## src/rtl/segment_scan.sv

```systemverilog
// Time-multiplexed driver for NUM_DIGITS hex 7-segment digits on a shared segment bus,
// with blanking, leading-zero suppression, PWM brightness, blink and frame-synchronous loading.
module segment_scan #(
   parameter int NUM_DIGITS   = 8,
   parameter int PRESCALE     = 8,
   parameter int BRIGHT_W     = 3,
   parameter int BLINK_FRAMES = 64
) (
   input  logic                      clk,
   input  logic                      rst,
   input  logic                      load,
   input  logic [4*NUM_DIGITS-1:0]   nums,
   input  logic [NUM_DIGITS-1:0]     dp,
   input  logic [NUM_DIGITS-1:0]     blank,
   input  logic                      lz_en,
   input  logic [BRIGHT_W-1:0]       brightness,
   input  logic [NUM_DIGITS-1:0]     blink_mask,
   output logic [NUM_DIGITS-1:0]     DIG,
   output logic [7:0]                Y,
   output logic                      frame_done,
   output logic                      pending
);

   localparam int PW = (PRESCALE > 1) ? $clog2(PRESCALE) : 1;
   localparam int IW = $clog2(NUM_DIGITS);
   localparam int FW = (BLINK_FRAMES > 1) ? $clog2(BLINK_FRAMES) : 1;
   localparam int MW = PW + BRIGHT_W + 2;
   localparam logic [PW-1:0] PRE_LAST = PW'(PRESCALE - 1);
   localparam logic [IW-1:0] IDX_LAST = IW'(NUM_DIGITS - 1);
   localparam logic [FW-1:0] FRM_LAST = FW'(BLINK_FRAMES - 1);

   function automatic logic [6:0] seg_decode(input logic [3:0] v);
      case (v)
         4'h0: seg_decode = 7'h3F;
         4'h1: seg_decode = 7'h06;
         4'h2: seg_decode = 7'h5B;
         4'h3: seg_decode = 7'h4F;
         4'h4: seg_decode = 7'h66;
         4'h5: seg_decode = 7'h6D;
         4'h6: seg_decode = 7'h7D;
         4'h7: seg_decode = 7'h07;
         4'h8: seg_decode = 7'h7F;
         4'h9: seg_decode = 7'h6F;
         4'hA: seg_decode = 7'h77;
         4'hB: seg_decode = 7'h7C;
         4'hC: seg_decode = 7'h39;
         4'hD: seg_decode = 7'h5E;
         4'hE: seg_decode = 7'h79;
         4'hF: seg_decode = 7'h71;
      endcase
   endfunction

   logic [PW-1:0]           pre_cnt_q, pre_cnt_d;
   logic [IW-1:0]           idx_q, idx_d;
   logic [FW-1:0]           frame_cnt_q, frame_cnt_d;
   logic                    blink_q, blink_d;
   logic                    pending_q, pending_d;
   logic [4*NUM_DIGITS-1:0] pend_nums_q, pend_nums_d;
   logic [NUM_DIGITS-1:0]   pend_dp_q, pend_dp_d;
   logic [NUM_DIGITS-1:0]   pend_blank_q, pend_blank_d;
   logic [4*NUM_DIGITS-1:0] sh_nums_q, sh_nums_d;
   logic [NUM_DIGITS-1:0]   sh_dp_q, sh_dp_d;
   logic [NUM_DIGITS-1:0]   sh_blank_q, sh_blank_d;
   logic [NUM_DIGITS-1:0]   dig_q, dig_d;
   logic [7:0]              y_q, y_d;
   logic                    frame_done_q, frame_done_d;

   logic                    slot_tick;
   logic                    boundary;
   logic                    all_zero;
   logic [NUM_DIGITS-1:0]   lz_dark;
   logic [3:0]              cur_val;
   logic [MW-1:0]           pwm_lhs, pwm_rhs;
   logic                    pwm_on;
   logic                    dark;

   always_comb begin
      slot_tick   = (pre_cnt_q == PRE_LAST);
      boundary    = slot_tick && (idx_q == IDX_LAST);
      pre_cnt_d   = slot_tick ? '0 : pre_cnt_q + 1'b1;
      idx_d       = idx_q;
      frame_cnt_d = frame_cnt_q;
      blink_d     = blink_q;
      if (slot_tick) begin
         idx_d = (idx_q == IDX_LAST) ? '0 : idx_q + 1'b1;
      end
      if (boundary) begin
         if (frame_cnt_q == FRM_LAST) begin
            frame_cnt_d = '0;
            blink_d     = ~blink_q;
         end else begin
            frame_cnt_d = frame_cnt_q + 1'b1;
         end
      end
      frame_done_d = boundary;
   end

   // Shadow only changes on the frame boundary, so a frame always shows one coherent data set;
   // a load on the boundary itself bypasses the pending buffer.
   always_comb begin
      pending_d    = pending_q;
      pend_nums_d  = pend_nums_q;
      pend_dp_d    = pend_dp_q;
      pend_blank_d = pend_blank_q;
      sh_nums_d    = sh_nums_q;
      sh_dp_d      = sh_dp_q;
      sh_blank_d   = sh_blank_q;
      if (boundary) begin
         if (load) begin
            sh_nums_d  = nums;
            sh_dp_d    = dp;
            sh_blank_d = blank;
         end else if (pending_q) begin
            sh_nums_d  = pend_nums_q;
            sh_dp_d    = pend_dp_q;
            sh_blank_d = pend_blank_q;
         end
         pending_d = 1'b0;
      end else if (load) begin
         pend_nums_d  = nums;
         pend_dp_d    = dp;
         pend_blank_d = blank;
         pending_d    = 1'b1;
      end
   end

   always_comb begin
      lz_dark  = '0;
      all_zero = 1'b1;
      for (int k = NUM_DIGITS - 1; k >= 1; k--) begin
         all_zero   = all_zero & (sh_nums_q[4*k +: 4] == 4'h0);
         lz_dark[k] = all_zero;
      end
   end

   // PWM compare widened so pre_cnt*2^BRIGHT_W and (brightness+1)*PRESCALE never truncate.
   always_comb begin
      cur_val = sh_nums_q[{idx_q, 2'b00} +: 4];
      pwm_lhs = MW'(pre_cnt_q) << BRIGHT_W;
      pwm_rhs = (MW'(brightness) + MW'(1)) * MW'(PRESCALE);
      pwm_on  = (pwm_lhs < pwm_rhs);
      dark    = sh_blank_q[idx_q] | (blink_q & blink_mask[idx_q]) | (lz_en & lz_dark[idx_q]);
      dig_d   = '1;
      y_d     = '0;
      if (pwm_on && !dark) begin
         dig_d = ~(NUM_DIGITS'(1) << idx_q);
         y_d   = {sh_dp_q[idx_q], seg_decode(cur_val)};
      end
   end

   always_ff @(posedge clk or negedge rst) begin
      if (!rst) begin
         pre_cnt_q    <= '0;
         idx_q        <= '0;
         frame_cnt_q  <= '0;
         blink_q      <= 1'b0;
         pending_q    <= 1'b0;
         sh_nums_q    <= '0;
         sh_dp_q      <= '0;
         sh_blank_q   <= '1;
         dig_q        <= '1;
         y_q          <= '0;
         frame_done_q <= 1'b0;
      end else begin
         pre_cnt_q    <= pre_cnt_d;
         idx_q        <= idx_d;
         frame_cnt_q  <= frame_cnt_d;
         blink_q      <= blink_d;
         pending_q    <= pending_d;
         sh_nums_q    <= sh_nums_d;
         sh_dp_q      <= sh_dp_d;
         sh_blank_q   <= sh_blank_d;
         dig_q        <= dig_d;
         y_q          <= y_d;
         frame_done_q <= frame_done_d;
      end
   end

   // Pending data is only meaningful while pending_q is set, so it needs no reset.
   always_ff @(posedge clk) begin
      pend_nums_q  <= pend_nums_d;
      pend_dp_q    <= pend_dp_d;
      pend_blank_q <= pend_blank_d;
   end

   assign DIG        = dig_q;
   assign Y          = y_q;
   assign frame_done = frame_done_q;
   assign pending    = pending_q;

endmodule

```

## config.mk

```make
export PLATFORM = sky130hd
export DESIGN_NAME = segment_scan
export DESIGN_NICKNAME = d
export VERILOG_FILES = /design/src/rtl/segment_scan.sv
export SDC_FILE = /design/constraint.sdc
export NUM_CORES = 1
export LEC_CHECK = 0
export ABC_AREA = 0
export BUFFER_PORTS_ARGS = -buffer_cell sky130_fd_sc_hd__buf_4
export CAP_MARGIN = 20
export CORE_MARGIN = 5
export CORE_UTILIZATION = 50
export DETAILED_ROUTE_END_ITERATION = 16
export HOLD_SLACK_MARGIN = 0.12
export PLACE_DENSITY = 0.71
export SLEW_MARGIN = 30
export SYNTH_ARGS = -nofsm -noshare
export SYNTH_HDL_FRONTEND = slang
export SYNTH_SLANG_ARGS = --single-unit
```

## constraint.sdc

```tcl
create_clock -name clk -period 6.6 [get_ports clk]
set_input_delay 1.32 -clock clk [delete_from_list [all_inputs] [get_ports clk]]
set_output_delay 1.32 -clock clk [all_outputs]
set_load 0.005 [all_outputs]
```

# Yosys cells after proc, flatten, opt, wreduce, memory -nomap -nowiden
# Memories as Yosys holds them, arrays and structs flattened.
# Cells that the tools add are included.
# word_totals
input_bits	63
mem_count	1
elab_cells	75
romBits	112
out_inout_bits	18
ff_bits	127
# op_classes
n_mux	21
reduce_logical	15
addsub	4
eq_ne	3
magnitude_cmp	2
n_bitwise	13
shifts	2
# mem_list
name	depth	word_bits	read_ports	rd_ports_with_merged_regs	wr	line_no	text
(no name shown)	16	7	1	0	0	33	case (v)
# op_table
operator	count
2-to-1 mux 32 bit	2
2-to-1 mux 8 bit	6
variable part select 32 x 6 -> 4 bit	1
logical NOT 4 bit	7
binary-select mux 1 bit (select 3 bit)	4
bitwise AND 1 bit	8
inverter 8 bit	1
<< shifter 1 x 3 -> 8 bit, first input constant	1
less-than comparator 6 x 7 -> 1 bit	1
adder 3 x 1 -> 3 bit, second input constant	2
adder 6 x 1 -> 6 bit, second input constant	1
equality test 3 bit, second input constant	2
equality test 6 bit, second input constant	1
2-to-1 mux 1 bit	6
2-to-1 mux 3 bit	2
2-to-1 mux 6 bit	1
AND reduction 2 bit	3
adder 3 x 1 -> 4 bit, second input constant	1
less-than comparator 3 x 4 -> 1 bit, second input constant	1
nonzero test 2 bit	2
logical AND 1 bit	2
inverter 1 bit	2
bitwise OR 1 bit	2
logical NOT 1 bit	1

# Longest topological paths before layout
# Gate-level depths: netlist (run 1).
# logic_depth
ltp_word	14
depth_mapped	10

# Worst setup path before layout (run 1)
# OpenSTA, ideal clock, no wires.
# synth_path
kind	input port to flip-flop
startpoint	input load
endpoint	register pend_blank_q[0], enable pin
setup_slack_ns	1.999
arrival_time_ns	4.143
required_ns	6.141
stages	3
cell_sequence	clkbuf_1 clkbuf_1 nor2b_1
# synth_via
elab_chain_cells	1
# synth_lines
item	line_no	text
start: declaration	11	input logic load,
AND reduction 2 bit (no source line)	n/a	
end signal: assignment	183	pend_blank_q <= pend_blank_d;
end: declaration	60	logic [NUM_DIGITS-1:0] pend_blank_q, pend_blank_d;
# No other way between the ends.
# A chain may end at the register's enable or synchronous reset.

# Worst setup path in the final report (run 1)
# layout_path
startpoint	register idx_q[0]
endpoint	register y_q[5], in the netlist Y[5]
# layout_via
elab_chain_cells	8
# layout_lines
item	line_no	text
start: declaration	54	logic [IW-1:0] idx_q, idx_d;
start signal: assignment	166	idx_q <= idx_d;
branches (longest 7 deep; another with memory read (16 x 7 bit))	n/a	
2-to-1 mux 8 bit *	145	if (pwm_on && !dark) begin
named net y_d[5]	65	logic [7:0] y_q, y_d;
end signal: assignment	174	y_q <= y_d;
end: declaration	65	
# Mark *: on every way through the listed nets, which the timed path passes. The select of a mux whose other input is x is not followed.

==> metrics.cfg, run 1 <==
[power_and_ir_drop]
worst_ir_drop_vdd_mv=0.1853
p_leak_nw=3.102
power.density_nw_per_um2=279.1

[setup_path]
crit_chain=buf_4, mux4_1, mux2i_1, nand3_1, o221a_2
cp_slowest_stage_delay_ns=0.73
r2r-start=idx_q[0]
worstPathArrival_ns=3.46
critical_path.top_delay_family=multiplexers
critPathLaunchType=flop
worstPathRequired_ns=6.90
path_class=reg -> reg
path_buf_inv=1
r2r_setup_slack_ns=3.44
end_kind=flop
cp_max_fo=14
r2r_cells=5
reg2reg_to=Y[5]
slowest_stage=mux2i_1

[clock_tree]
clk_pin_slew_worst_paths_ns=0.06
cts-root-buf=clkbuf_16
cts_max_level=4
cts_sinks=127
clk_path_buf_depth=2
cts_tree=done
post-cts-setup-buffers=0
hold_buffers=0
post_cts_resized=0
cts_inserted_buffers=17
clkLatencyLatePin_ns=0.42

[synth]
postSynth.asyncResetShare=0.6220
yosysTopAreaCellShare=0.2778
synth_area_leaders=dfrtp_1 28%, edfxtp_1 25%, mux2i_1 10%
synth_edf_count=48
yosysSeqAreaShare=0.6058
synth_top_cell_by_area=dfrtp_1
synth_nets=519
synth.avg_cell_area_um2=12.93
yosys_register_bits=127
ys_warn_count=0
synthCells=439
syn_area_um2=5675
synth_ff_type=dfrtp_1
ys_types=44

[floorplan]
die_x_um=116.5
die_h_um=116.5
rows=39
io_pins=81
core_area_um2=11270
fp.dieArea_um2=13580
start_util=0.5035

[route]
vias_per_cell=5.398
via_count=3633
drc=0
ant_nets=0
dr.pass1.iters=4
drt_iter0_drc=242
postRouteWirelength_um=11210
avgRoutedWirePerCell_um=16.66

[sta]
period_minus_slack_ns=3.163
rsz0062_at_grt=false
worst_pin_slew_ns=0.8874
fin_crit_sh=0.4792
finalHoldViolations=0
report.final.setup_viol=0
timing.slew.headroom=0.3914
fmax_mhz=316.2
fin_setup_tns_ns=0
worst_clock_skew_ns=0.008887
drv_slew=0

[placed_design]
portBuffers=80
place.gp.congestion=0.8654
place_area_um2=6387
dpl.hpwl_um=7640

[global_route]
busiest_layer=met2
grt_pass1_vias=3778
grt_pass1_wl_um=18310
grt_util_met3=0.05337
grtUsageMet1=0.2240
grt_overflow=0
antenna_found_initial=0
grt_max_degree=81
grtUsageTotal=0.1772
met2_usage=0.2777

[cells_and_area]
layout_common_cells=82 x buf_4, 65 x nand2_1, 63 x dfrtp_1, 57 x mux2i_1, 54 x o21ai_0
multi_input_area_um2=2121
fill_cells=863
seq_area_um2=3438
final_area_um2=7034
final_common_cell=buf_4
diodes=0
layout-drive-gt1-share=0.2792
synthToLayoutAreaGrowth_pct=23.94
layout.nets=597

[min_path]
min-delay-start=pre_cnt_q[0]
hold_path.class=reg -> reg
worst_hold_path.num_cells=1
hold_end=pre_cnt_q[0]

[run]
max_cap_viol_count=0

[status]
status=completed

==> sequential cells by signal, summed over array words and instances (netlist names), 3 cells and up <==
| signal | count |
|---|---|
| DIG | 8 |
| pend_blank_q | 8 |
| frame_cnt_q | 6 |
| sh_dp_q | 8 |
| pre_cnt_q | 3 |
| pend_dp_q | 8 |
| sh_blank_q | 8 |
| sh_nums_q | 32 |
| Y | 8 |
| pend_nums_q | 32 |
| idx_q | 3 |
==> per-stage QoR <==
step	hold WS [ns]	setup slack, ns	utilization	total power [mW]	cells
after global placement	0.4575	3.182	0.5667	0.9681	641
after CTS	0.4791	3.458	0.6237	1.986	673
final	0.4749	3.437	0.6240	1.964	673
after detailed placement	0.4708	3.122	0.5667	0.9717	641
after floorplan	0.4331	1.999	-	0.9131	439
after global routing	0.4859	3.251	0.6240	2.033	673
==> cells in the mapped netlist (5+ instances only) <==
cell / count
nand2_1: 65
dfrtp_1: 63
mux2i_1: 57
o21ai_0: 54
edfxtp_1: 48
clkbuf_1: 19
ha_1: 17
dfstp_2: 16
nor2_1: 9
nor4_1: 8
a21oi_1: 7
nand3_1: 7
inv_1: 6
mux2_2: 5
mux4_1: 5
mux4_2: 5
==> layout make-up <==
class / instances / area share
inverter: 7 / 0.003735
timing repair buffer: 83 / 0.08911
tap: 143 / 0.02544
sequential: 127 / 0.4888
multi-input combinational: 281 / 0.3015
clock inverter: 15 / 0.03095
clock buffer: 17 / 0.06048
==> layer usage <==
metal  vias to the layer above  share of wire
li1                       1773              -
met1                      1750           0.44
met2                        92           0.48
met3                        18          0.054
met4                         0          0.020
met5                         -              0
==> kinds of logic (layout without fill, tap and decap cells) <==
group | after synthesis | in the layout | synth area share
XOR/XNOR | 6 | 6 | 0.009259
AND/OR/NAND/NOR | 99 | 99 | 0.07518
adder cells (fa/ha/maj) | 17 | 17 | 0.03748
multiplexers | 72 | 72 | 0.1534
flip-flops | 127 | 127 | 0.6058
AO/OA/AOI/OAI | 87 | 87 | 0.09502
buffers and inverters | 31 | 122 | 0.02381
==> where the power goes <==
part	switching, mW	internal (mW)	leakage, nW
clock	0.341	0.668	0.307
combinational	0.0473	0.0494	1.31
sequential	0.00701	0.851	1.49
==> worst register-to-register path, stage by stage (launching register included) <==
cell and delay [ns]:
dfrtp_1 0.65, buf_4 0.33, mux4_1 0.63, mux2i_1 0.73, nand3_1 0.35, o221a_2 0.37
==> worst max-delay path by stage <==
| stage | start | endpoint | slack, ns | cells after the start |
|---|---|---|---|---|
| final | idx_q[0] | Y[5] | 3.44 | 5 |
| after global routing | idx_q[0] | Y[5] | 3.25 | 5 |
| after CTS | idx_q[0] | Y[5] | 3.46 | 5 |
| after detailed placement | load | pend_dp_q[0] | 3.12 | 3 |
| after global placement | load | pend_dp_q[0] | 3.18 | 3 |
| after floorplan | load | pend_blank_q[0] | 2.00 | 3 |
(Power assumes the default switching activity.)
==> run 2: changes to the inputs <==
--- a/config.mk
+++ b/config.mk
@@ -12,7 +12,7 @@
 export CORE_UTILIZATION = 50
 export DETAILED_ROUTE_END_ITERATION = 16
 export HOLD_SLACK_MARGIN = 0.12
-export PLACE_DENSITY = 0.71
+export PLACE_DENSITY = 0.74
 export SLEW_MARGIN = 30
 export SYNTH_ARGS = -nofsm -noshare
 export SYNTH_HDL_FRONTEND = slang
==> constraint.sdc (replaced) <==
create_clock -name clk -period 2.6 [get_ports clk]
set_input_delay 0.52 -clock clk [delete_from_list [all_inputs] [get_ports clk]]
set_output_delay 0.52 -clock clk [all_outputs]
set_load 0.005 [all_outputs]
==> metrics.cfg, run 2 (synthesis gave the netlist of run 1 again) <==
[placed_design]
dpl.hpwl_um=7964  ; was 7640 µm
portBuffers=80  ; unchanged
dp_cells=650  ; was 641
place_area_um2=6480  ; was 6387 µm²
place.gp.congestion=0.7995  ; was 0.8654

[clock_tree]
cts_sinks=127  ; unchanged
cts-root-buf=clkbuf_16  ; unchanged
cts_inserted_buffers=17  ; unchanged
clk_path_buf_depth=2  ; unchanged
cts_tree=done  ; unchanged
cts_max_level=4  ; unchanged
clk_pin_slew_worst_paths_ns=0.06  ; about the same
hold_buffers=0  ; unchanged
clkLatencyLatePin_ns=0.42  ; about the same

[status]
status=completed  ; unchanged

[setup_path]
path_class=reg -> reg  ; unchanged
worstPathRequired_ns=2.89  ; was 6.90 ns
critPathLaunchType=flop  ; unchanged
r2r_cells=8  ; was 5
reg2reg_to=Y[0]  ; was Y[5]
path_buf_inv=2  ; was 1
crit_chain=buf_12, mux4_1, nand2_1, nand2_1, inv_1, ha_1, nor4_1, o31a_1  ; was buf_4, mux4_1, mux2i_1, nand3_1, o221a_2
cp_max_fo=16  ; was 14
slowest_stage=mux4_1  ; was mux2i_1
startpoint=idx_q[0]  ; unchanged
path_common_cell=nand2_1
end_kind=flop  ; unchanged
r2r_setup_slack_ns=0.27  ; was 3.44 ns
r2r-start=idx_q[0]  ; unchanged
cp_slowest_stage_delay_ns=0.58  ; was 0.73 ns
worstPathArrival_ns=2.62  ; was 3.46 ns
critical_path.top_delay_family=multiplexers  ; unchanged

[floorplan]
rows=39  ; unchanged
fp.dieArea_um2=13580  ; unchanged
io_pins=81  ; unchanged
core_area_um2=11270  ; unchanged
die_x_um=116.5  ; unchanged
start_util=0.5035  ; unchanged
die_h_um=116.5  ; unchanged

[min_path]
hold_path.class=in -> async  ; was reg -> reg

[sta]
drv_slew=0  ; unchanged
worst_clock_skew_ns=0.02107  ; was 0.008887 ns
fin_setup_tns_ns=0  ; unchanged
worst_pin_slew_ns=0.6926  ; was 0.8874 ns
timing.slew.headroom=0.5383  ; was 0.3914
rsz0062_at_grt=false  ; unchanged
fmax_mhz=429.3  ; was 316.2 MHz
period_minus_slack_ns=2.329  ; was 3.163 ns
fin_crit_sh=0.8959  ; was 0.4792
report.final.setup_viol=0  ; unchanged
finalHoldViolations=0  ; unchanged

[power_and_ir_drop]
seq_power_share=0.459  ; was 0.437
p_leak_nw=3.127  ; was 3.102 nW
worst_ir_drop_vdd_mv=0.6170  ; was 0.1853 mV
swShare=0.2147  ; was 0.2012
p_sw_mw=1.020  ; was 0.3951 mW
clkPwrFrac=0.487  ; was 0.514
power.density_nw_per_um2=669.3  ; was 279.1 nW/µm²
p_int_mw=3.729  ; was 1.568 mW
comb_power_share=0.054  ; was 0.049
power_mw=4.749  ; was 1.964 mW

[route]
dr.pass1.iters=4  ; unchanged
vias_per_cell=5.411  ; was 5.398
drt_iter0_drc=267  ; was 242
postRouteWirelength_um=11450  ; was 11210 µm
via_count=3701  ; was 3633
drc=0  ; unchanged
avgRoutedWirePerCell_um=16.74  ; was 16.66 µm
ant_nets=0  ; unchanged

[cells_and_area]
final_area_um2=7096  ; was 7034 µm²
final_common_cell=buf_4  ; unchanged
fill_cells=840  ; was 863
top_regs=pend_nums_q: 32 flops, sh_nums_q: 32 flops  ; unchanged
synthToLayoutAreaGrowth_pct=25.02  ; was 23.94%
layout_common_cells=90 x buf_4, 65 x nand2_1, 61 x dfrtp_1, 57 x mux2i_1, 54 x o21ai_0  ; was 82 x buf_4, 65 x nand2_1, 63 x dfrtp_1, 57 x mux2i_1, 54 x o21ai_0
layout.nets=608  ; was 597
seq_area_um2=3441  ; was 3438 µm²
diodes=0  ; unchanged
stdcell_count=684  ; was 673
multi_input_area_um2=2121  ; unchanged
layout-drive-gt1-share=0.2976  ; was 0.2792

[global_route]
grt_pass1_vias=3813  ; was 3778
grtUsageTotal=0.1841  ; was 0.1772
grt_overflow=0  ; unchanged
antenna_found_initial=0  ; unchanged
grt_pass1_wl_um=19260  ; was 18310 µm
grt_max_degree=80  ; was 81

[run]
max_cap_viol_count=0  ; unchanged

run 2: cell type report:
class                           instances  share of cell area
Clock buffer                           19             0.06242
Clock inverter                         13             0.01957
Inverter                                7            0.003703
Multi-Input combinational cell        281              0.2989
Sequential cell                       127              0.4849
Tap cell                              143             0.02522
Timing Repair Buffer                   94              0.1053
run 2: timing repair:
action                     CTS  global route
resized for setup            0             2
buffers inserted             0             2
setup endpoints to repair    0             7
run 2: power by group through the flow:
| stage | Clock [mW] | Combinational [mW] | Sequential [mW] |
|---|---|---|---|
| 2_1_floorplan | 0 | 0.105 | 2.21 |
| 3_3_place_gp | 0 | 0.245 | 2.21 |
| 3_5_place_dp | 0 | 0.254 | 2.22 |
| 4_1_cts | 2.34 | 0.255 | 2.18 |
| 5_1_grt | 2.44 | 0.286 | 2.19 |
| 6_report | 2.31 | 0.258 | 2.18 |
run 2: worst reg2reg max path: stages (launching register included):
cell and delay [ns]:
dfrtp_2 0.47, buf_12 0.19, mux4_1 0.58, nand2_1 0.09
nand2_1 0.17, inv_1 0.13, ha_1 0.23, nor4_1 0.08
o31a_1 0.28
run 2: how the worst max path moves through the flow:
stage | slack (ns) | cells past startpoint | endpoint
2_1_floorplan | 0.07 | 9 | Y[3]
3_3_place_gp | 0.18 | 4 | Y[1]
3_5_place_dp | 0.13 | 4 | Y[7]
4_1_cts | 0.11 | 4 | Y[2]
5_1_grt | 0.09 | 8 | Y[3]
6_report | 0.27 | 8 | Y[0]
run 2: through the flow:
step / utilization / setup slack [ns] / hold WS [ns]
2_1_floorplan: - / 0.06922 / 0.2244
3_3_place_gp: 0.5749 / 0.1803 / 0.4558
3_5_place_dp: 0.5749 / 0.1331 / 0.4701
4_1_cts: 0.6265 / 0.1142 / 0.2783
5_1_grt: 0.6295 / 0.09288 / 0.1930
6_report: 0.6295 / 0.2706 / 0.1375
run 2: layer usage:
metal	vias up	part of all wire	track usage
met5	-	0	0
met4	0	0.012	0.06193
met3	10	0.046	0.04611
met2	88	0.48	0.2853
met1	1811	0.46	0.2564
li1	1792	-	-
==> run 3: changes to the inputs <==
--- a/config.mk
+++ b/config.mk
@@ -8,10 +8,12 @@
 export ABC_AREA = 0
 export BUFFER_PORTS_ARGS = -buffer_cell sky130_fd_sc_hd__buf_4
 export CAP_MARGIN = 20
+export CORE_ASPECT_RATIO = 0.6
 export CORE_MARGIN = 5
 export CORE_UTILIZATION = 50
 export DETAILED_ROUTE_END_ITERATION = 16
 export HOLD_SLACK_MARGIN = 0.12
+export MAX_ROUTING_LAYER = met4
 export PLACE_DENSITY = 0.74
 export SLEW_MARGIN = 30
 export SYNTH_ARGS = -nofsm -noshare
==> metrics.cfg, run 3 (synthesis gave the netlist of run 1 again) <==
[setup_path]
worstPathRequired_ns=2.88  ; was 2.89 ns
critPathLaunchType=flop  ; unchanged
critical_path.top_delay_family=flip-flops  ; was multiplexers
crit_chain=buf_4, mux2_2, a22o_1, nor2_2, mux2i_1, o221a_2  ; was buf_12, mux4_1, nand2_1, nand2_1, inv_1, ha_1, nor4_1, o31a_1
r2r-start=idx_q[1]  ; was idx_q[0]
worstPathArrival_ns=2.71  ; was 2.62 ns
cp_slowest_stage_delay_ns=0.66  ; was 0.58 ns
path_buf_inv=1  ; was 2
slowest_stage=dfrtp_1  ; was mux4_1
cp_max_fo=11  ; was 16
startpoint=idx_q[1]  ; was idx_q[0]
path_class=reg -> reg  ; unchanged
end_kind=flop  ; unchanged

[cells_and_area]
synthToLayoutAreaGrowth_pct=25.66  ; was 25.02%
top_regs=pend_nums_q: 32 flops, sh_nums_q: 32 flops  ; unchanged
final_common_cell=buf_4  ; unchanged
fill_cells=845  ; was 840
layout.nets=611  ; was 608
diodes=0  ; unchanged
layout-drive-gt1-share=0.2868  ; was 0.2976
layout_common_cells=92 x buf_4, 65 x nand2_1, 63 x dfrtp_1, 57 x mux2i_1, 54 x o21ai_0  ; was 90 x buf_4, 65 x nand2_1, 61 x dfrtp_1, 57 x mux2i_1, 54 x o21ai_0

[clock_tree]
cts_inserted_buffers=17  ; unchanged
cts_tree=done  ; unchanged
cts-root-buf=clkbuf_16  ; unchanged
cts_max_level=4  ; unchanged
clk_pin_slew_worst_paths_ns=0.06  ; about the same
clkLatencyLatePin_ns=0.41  ; was 0.42 ns
hold_buffers=0  ; unchanged
post_cts_resized=0  ; unchanged
cts_sinks=127  ; unchanged
clk_path_buf_depth=2  ; unchanged
post-cts-setup-buffers=0  ; unchanged

[sta]
drv_slew=0  ; unchanged
rsz0062_at_grt=false  ; unchanged
worst_pin_slew_ns=0.7167  ; was 0.6926 ns
fmax_mhz=411.7  ; was 429.3 MHz
period_minus_slack_ns=2.429  ; was 2.329 ns
worst_hold_slack_ns=0.1257  ; was 0.1375 ns
worst_clock_skew_ns=0.01072  ; was 0.02107 ns
timing.slew.headroom=0.5222  ; was 0.5383
fin_setup_tns_ns=0  ; unchanged
finalHoldViolations=0  ; unchanged
fin_crit_sh=0.9341  ; was 0.8959
fin_ws_ns=0.1712  ; was 0.2706 ns
report.final.setup_viol=0  ; unchanged

[power_and_ir_drop]
p_leak_nw=3.164  ; was 3.127 nW
p_sw_mw=0.9421  ; was 1.020 mW
comb_power_share=0.055  ; was 0.054
clkPwrFrac=0.489  ; was 0.487
seq_power_share=0.456  ; was 0.459
swShare=0.1967  ; was 0.2147
power.density_nw_per_um2=671.7  ; was 669.3 nW/µm²
worst_ir_drop_vdd_mv=0.4304  ; was 0.6170 mV
p_int_mw=3.848  ; was 3.729 mW

[floorplan]
rows=30  ; was 39
start_util=0.5074  ; was 0.5035
core_area_um2=11190  ; was 11270 µm²
die_h_um=92.53  ; was 116.5 µm
fp.dieArea_um2=13650  ; was 13580 µm²
io_pins=81  ; unchanged
die_x_um=147.5  ; was 116.5 µm

[placed_design]
dp_worst_setup_slack_ns=0.2081  ; was 0.1331 ns
place.gp.congestion=0.8788  ; was 0.7995
dpl.hpwl_um=8545  ; was 7964 µm
portBuffers=80  ; unchanged

[route]
dr.pass1.iters=5  ; was 4
vias_per_cell=5.381  ; was 5.411
via_count=3702  ; was 3701
ant_nets=0  ; unchanged
avgRoutedWirePerCell_um=17.52  ; was 16.74 µm
drc=0  ; unchanged
postRouteWirelength_um=12050  ; was 11450 µm
drt_iter0_drc=233  ; was 267

[global_route]
grt_max_degree=80  ; unchanged
grt_overflow=0  ; unchanged
grt_pass1_vias=3877  ; was 3813
grtUsageTotal=0.1933  ; was 0.1841
grt_pass1_wl_um=19880  ; was 19260 µm
antenna_found_initial=0  ; unchanged

[status]
status=completed  ; unchanged

[run]
max_cap_viol_count=0  ; unchanged

[min_path]
hold_path.class=in -> async  ; unchanged

## run 3: cell types whose count changed in the layout (fill, tap and decap cells not counted), moves of 2 or more
cell        delta
buf_4          +2
clkbuf_1       +5
clkinv_4       -2
clkinvlp_4     -5
dfrtp_1        +2
dfrtp_2        -2
## run 3: worst paths after layout
path / to / slack (ns) / cells after the start
hold reg to reg: frame_cnt_q[4] / 0.47 / 1
setup reg to reg: Y[6] / 0.17 / 6
setup / recovery: Y[6] / 0.17 / 6
hold / removal: sh_dp_q[0] / 0.13 / 1
max in group asynchronous: sh_nums_q[0] / 1.95 / 1
min in group clk: pend_nums_q[9] / 0.30 / 1
## run 3: power by group through the flow
| stage | sequential [mW] | clock, mW | combinational [mW] |
|---|---|---|---|
| 6_report | 2.18 | 2.34 | 0.262 |
| 5_1_grt | 2.19 | 2.48 | 0.291 |
| 4_1_cts | 2.18 | 2.39 | 0.269 |
| 3_5_place_dp | 2.22 | 0 | 0.267 |
| 3_3_place_gp | 2.22 | 0 | 0.260 |
| 2_1_floorplan | 2.21 | 0 | 0.105 |
## run 3: metal layers
| layer | vias up | wire, µm | global-route usage | share of wire |
|---|---|---|---|---|
| met2 | 104 | 5330 | 0.2836 | 0.44 |
| met3 | 12 | 806 | 0.06504 | 0.067 |
| met5 | - | 0 | - | 0 |
| li1 | 1807 | - | - | - |
| met1 | 1779 | 5810 | 0.2597 | 0.48 |
| met4 | 0 | 107 | 0.05349 | 0.0089 |
## run 3: per-stage QoR
step	instance area, µm²	power (mW)	utilization	cells
after floorplan	5683	2.317	-	439
after global placement	6544	2.476	0.5850	656
after detailed placement	6544	2.484	0.5850	656
after CTS	7128	4.841	0.6372	688
after global routing	7132	4.963	0.6376	688
final	7132	4.790	0.6376	688
## run 3: layout make-up
cell class | count | area (µm²) | area share
well taps | 144 | 180.2 | 0.02526
clock inverters | 7 | 108.9 | 0.01526
flip-flops and latches | 127 | 3438 | 0.4821
inverters | 7 | 26.28 | 0.003684
repair buffers | 97 | 782.0 | 0.1096
clock buffers | 25 | 475.5 | 0.06667
multi-input cells | 281 | 2121 | 0.2974
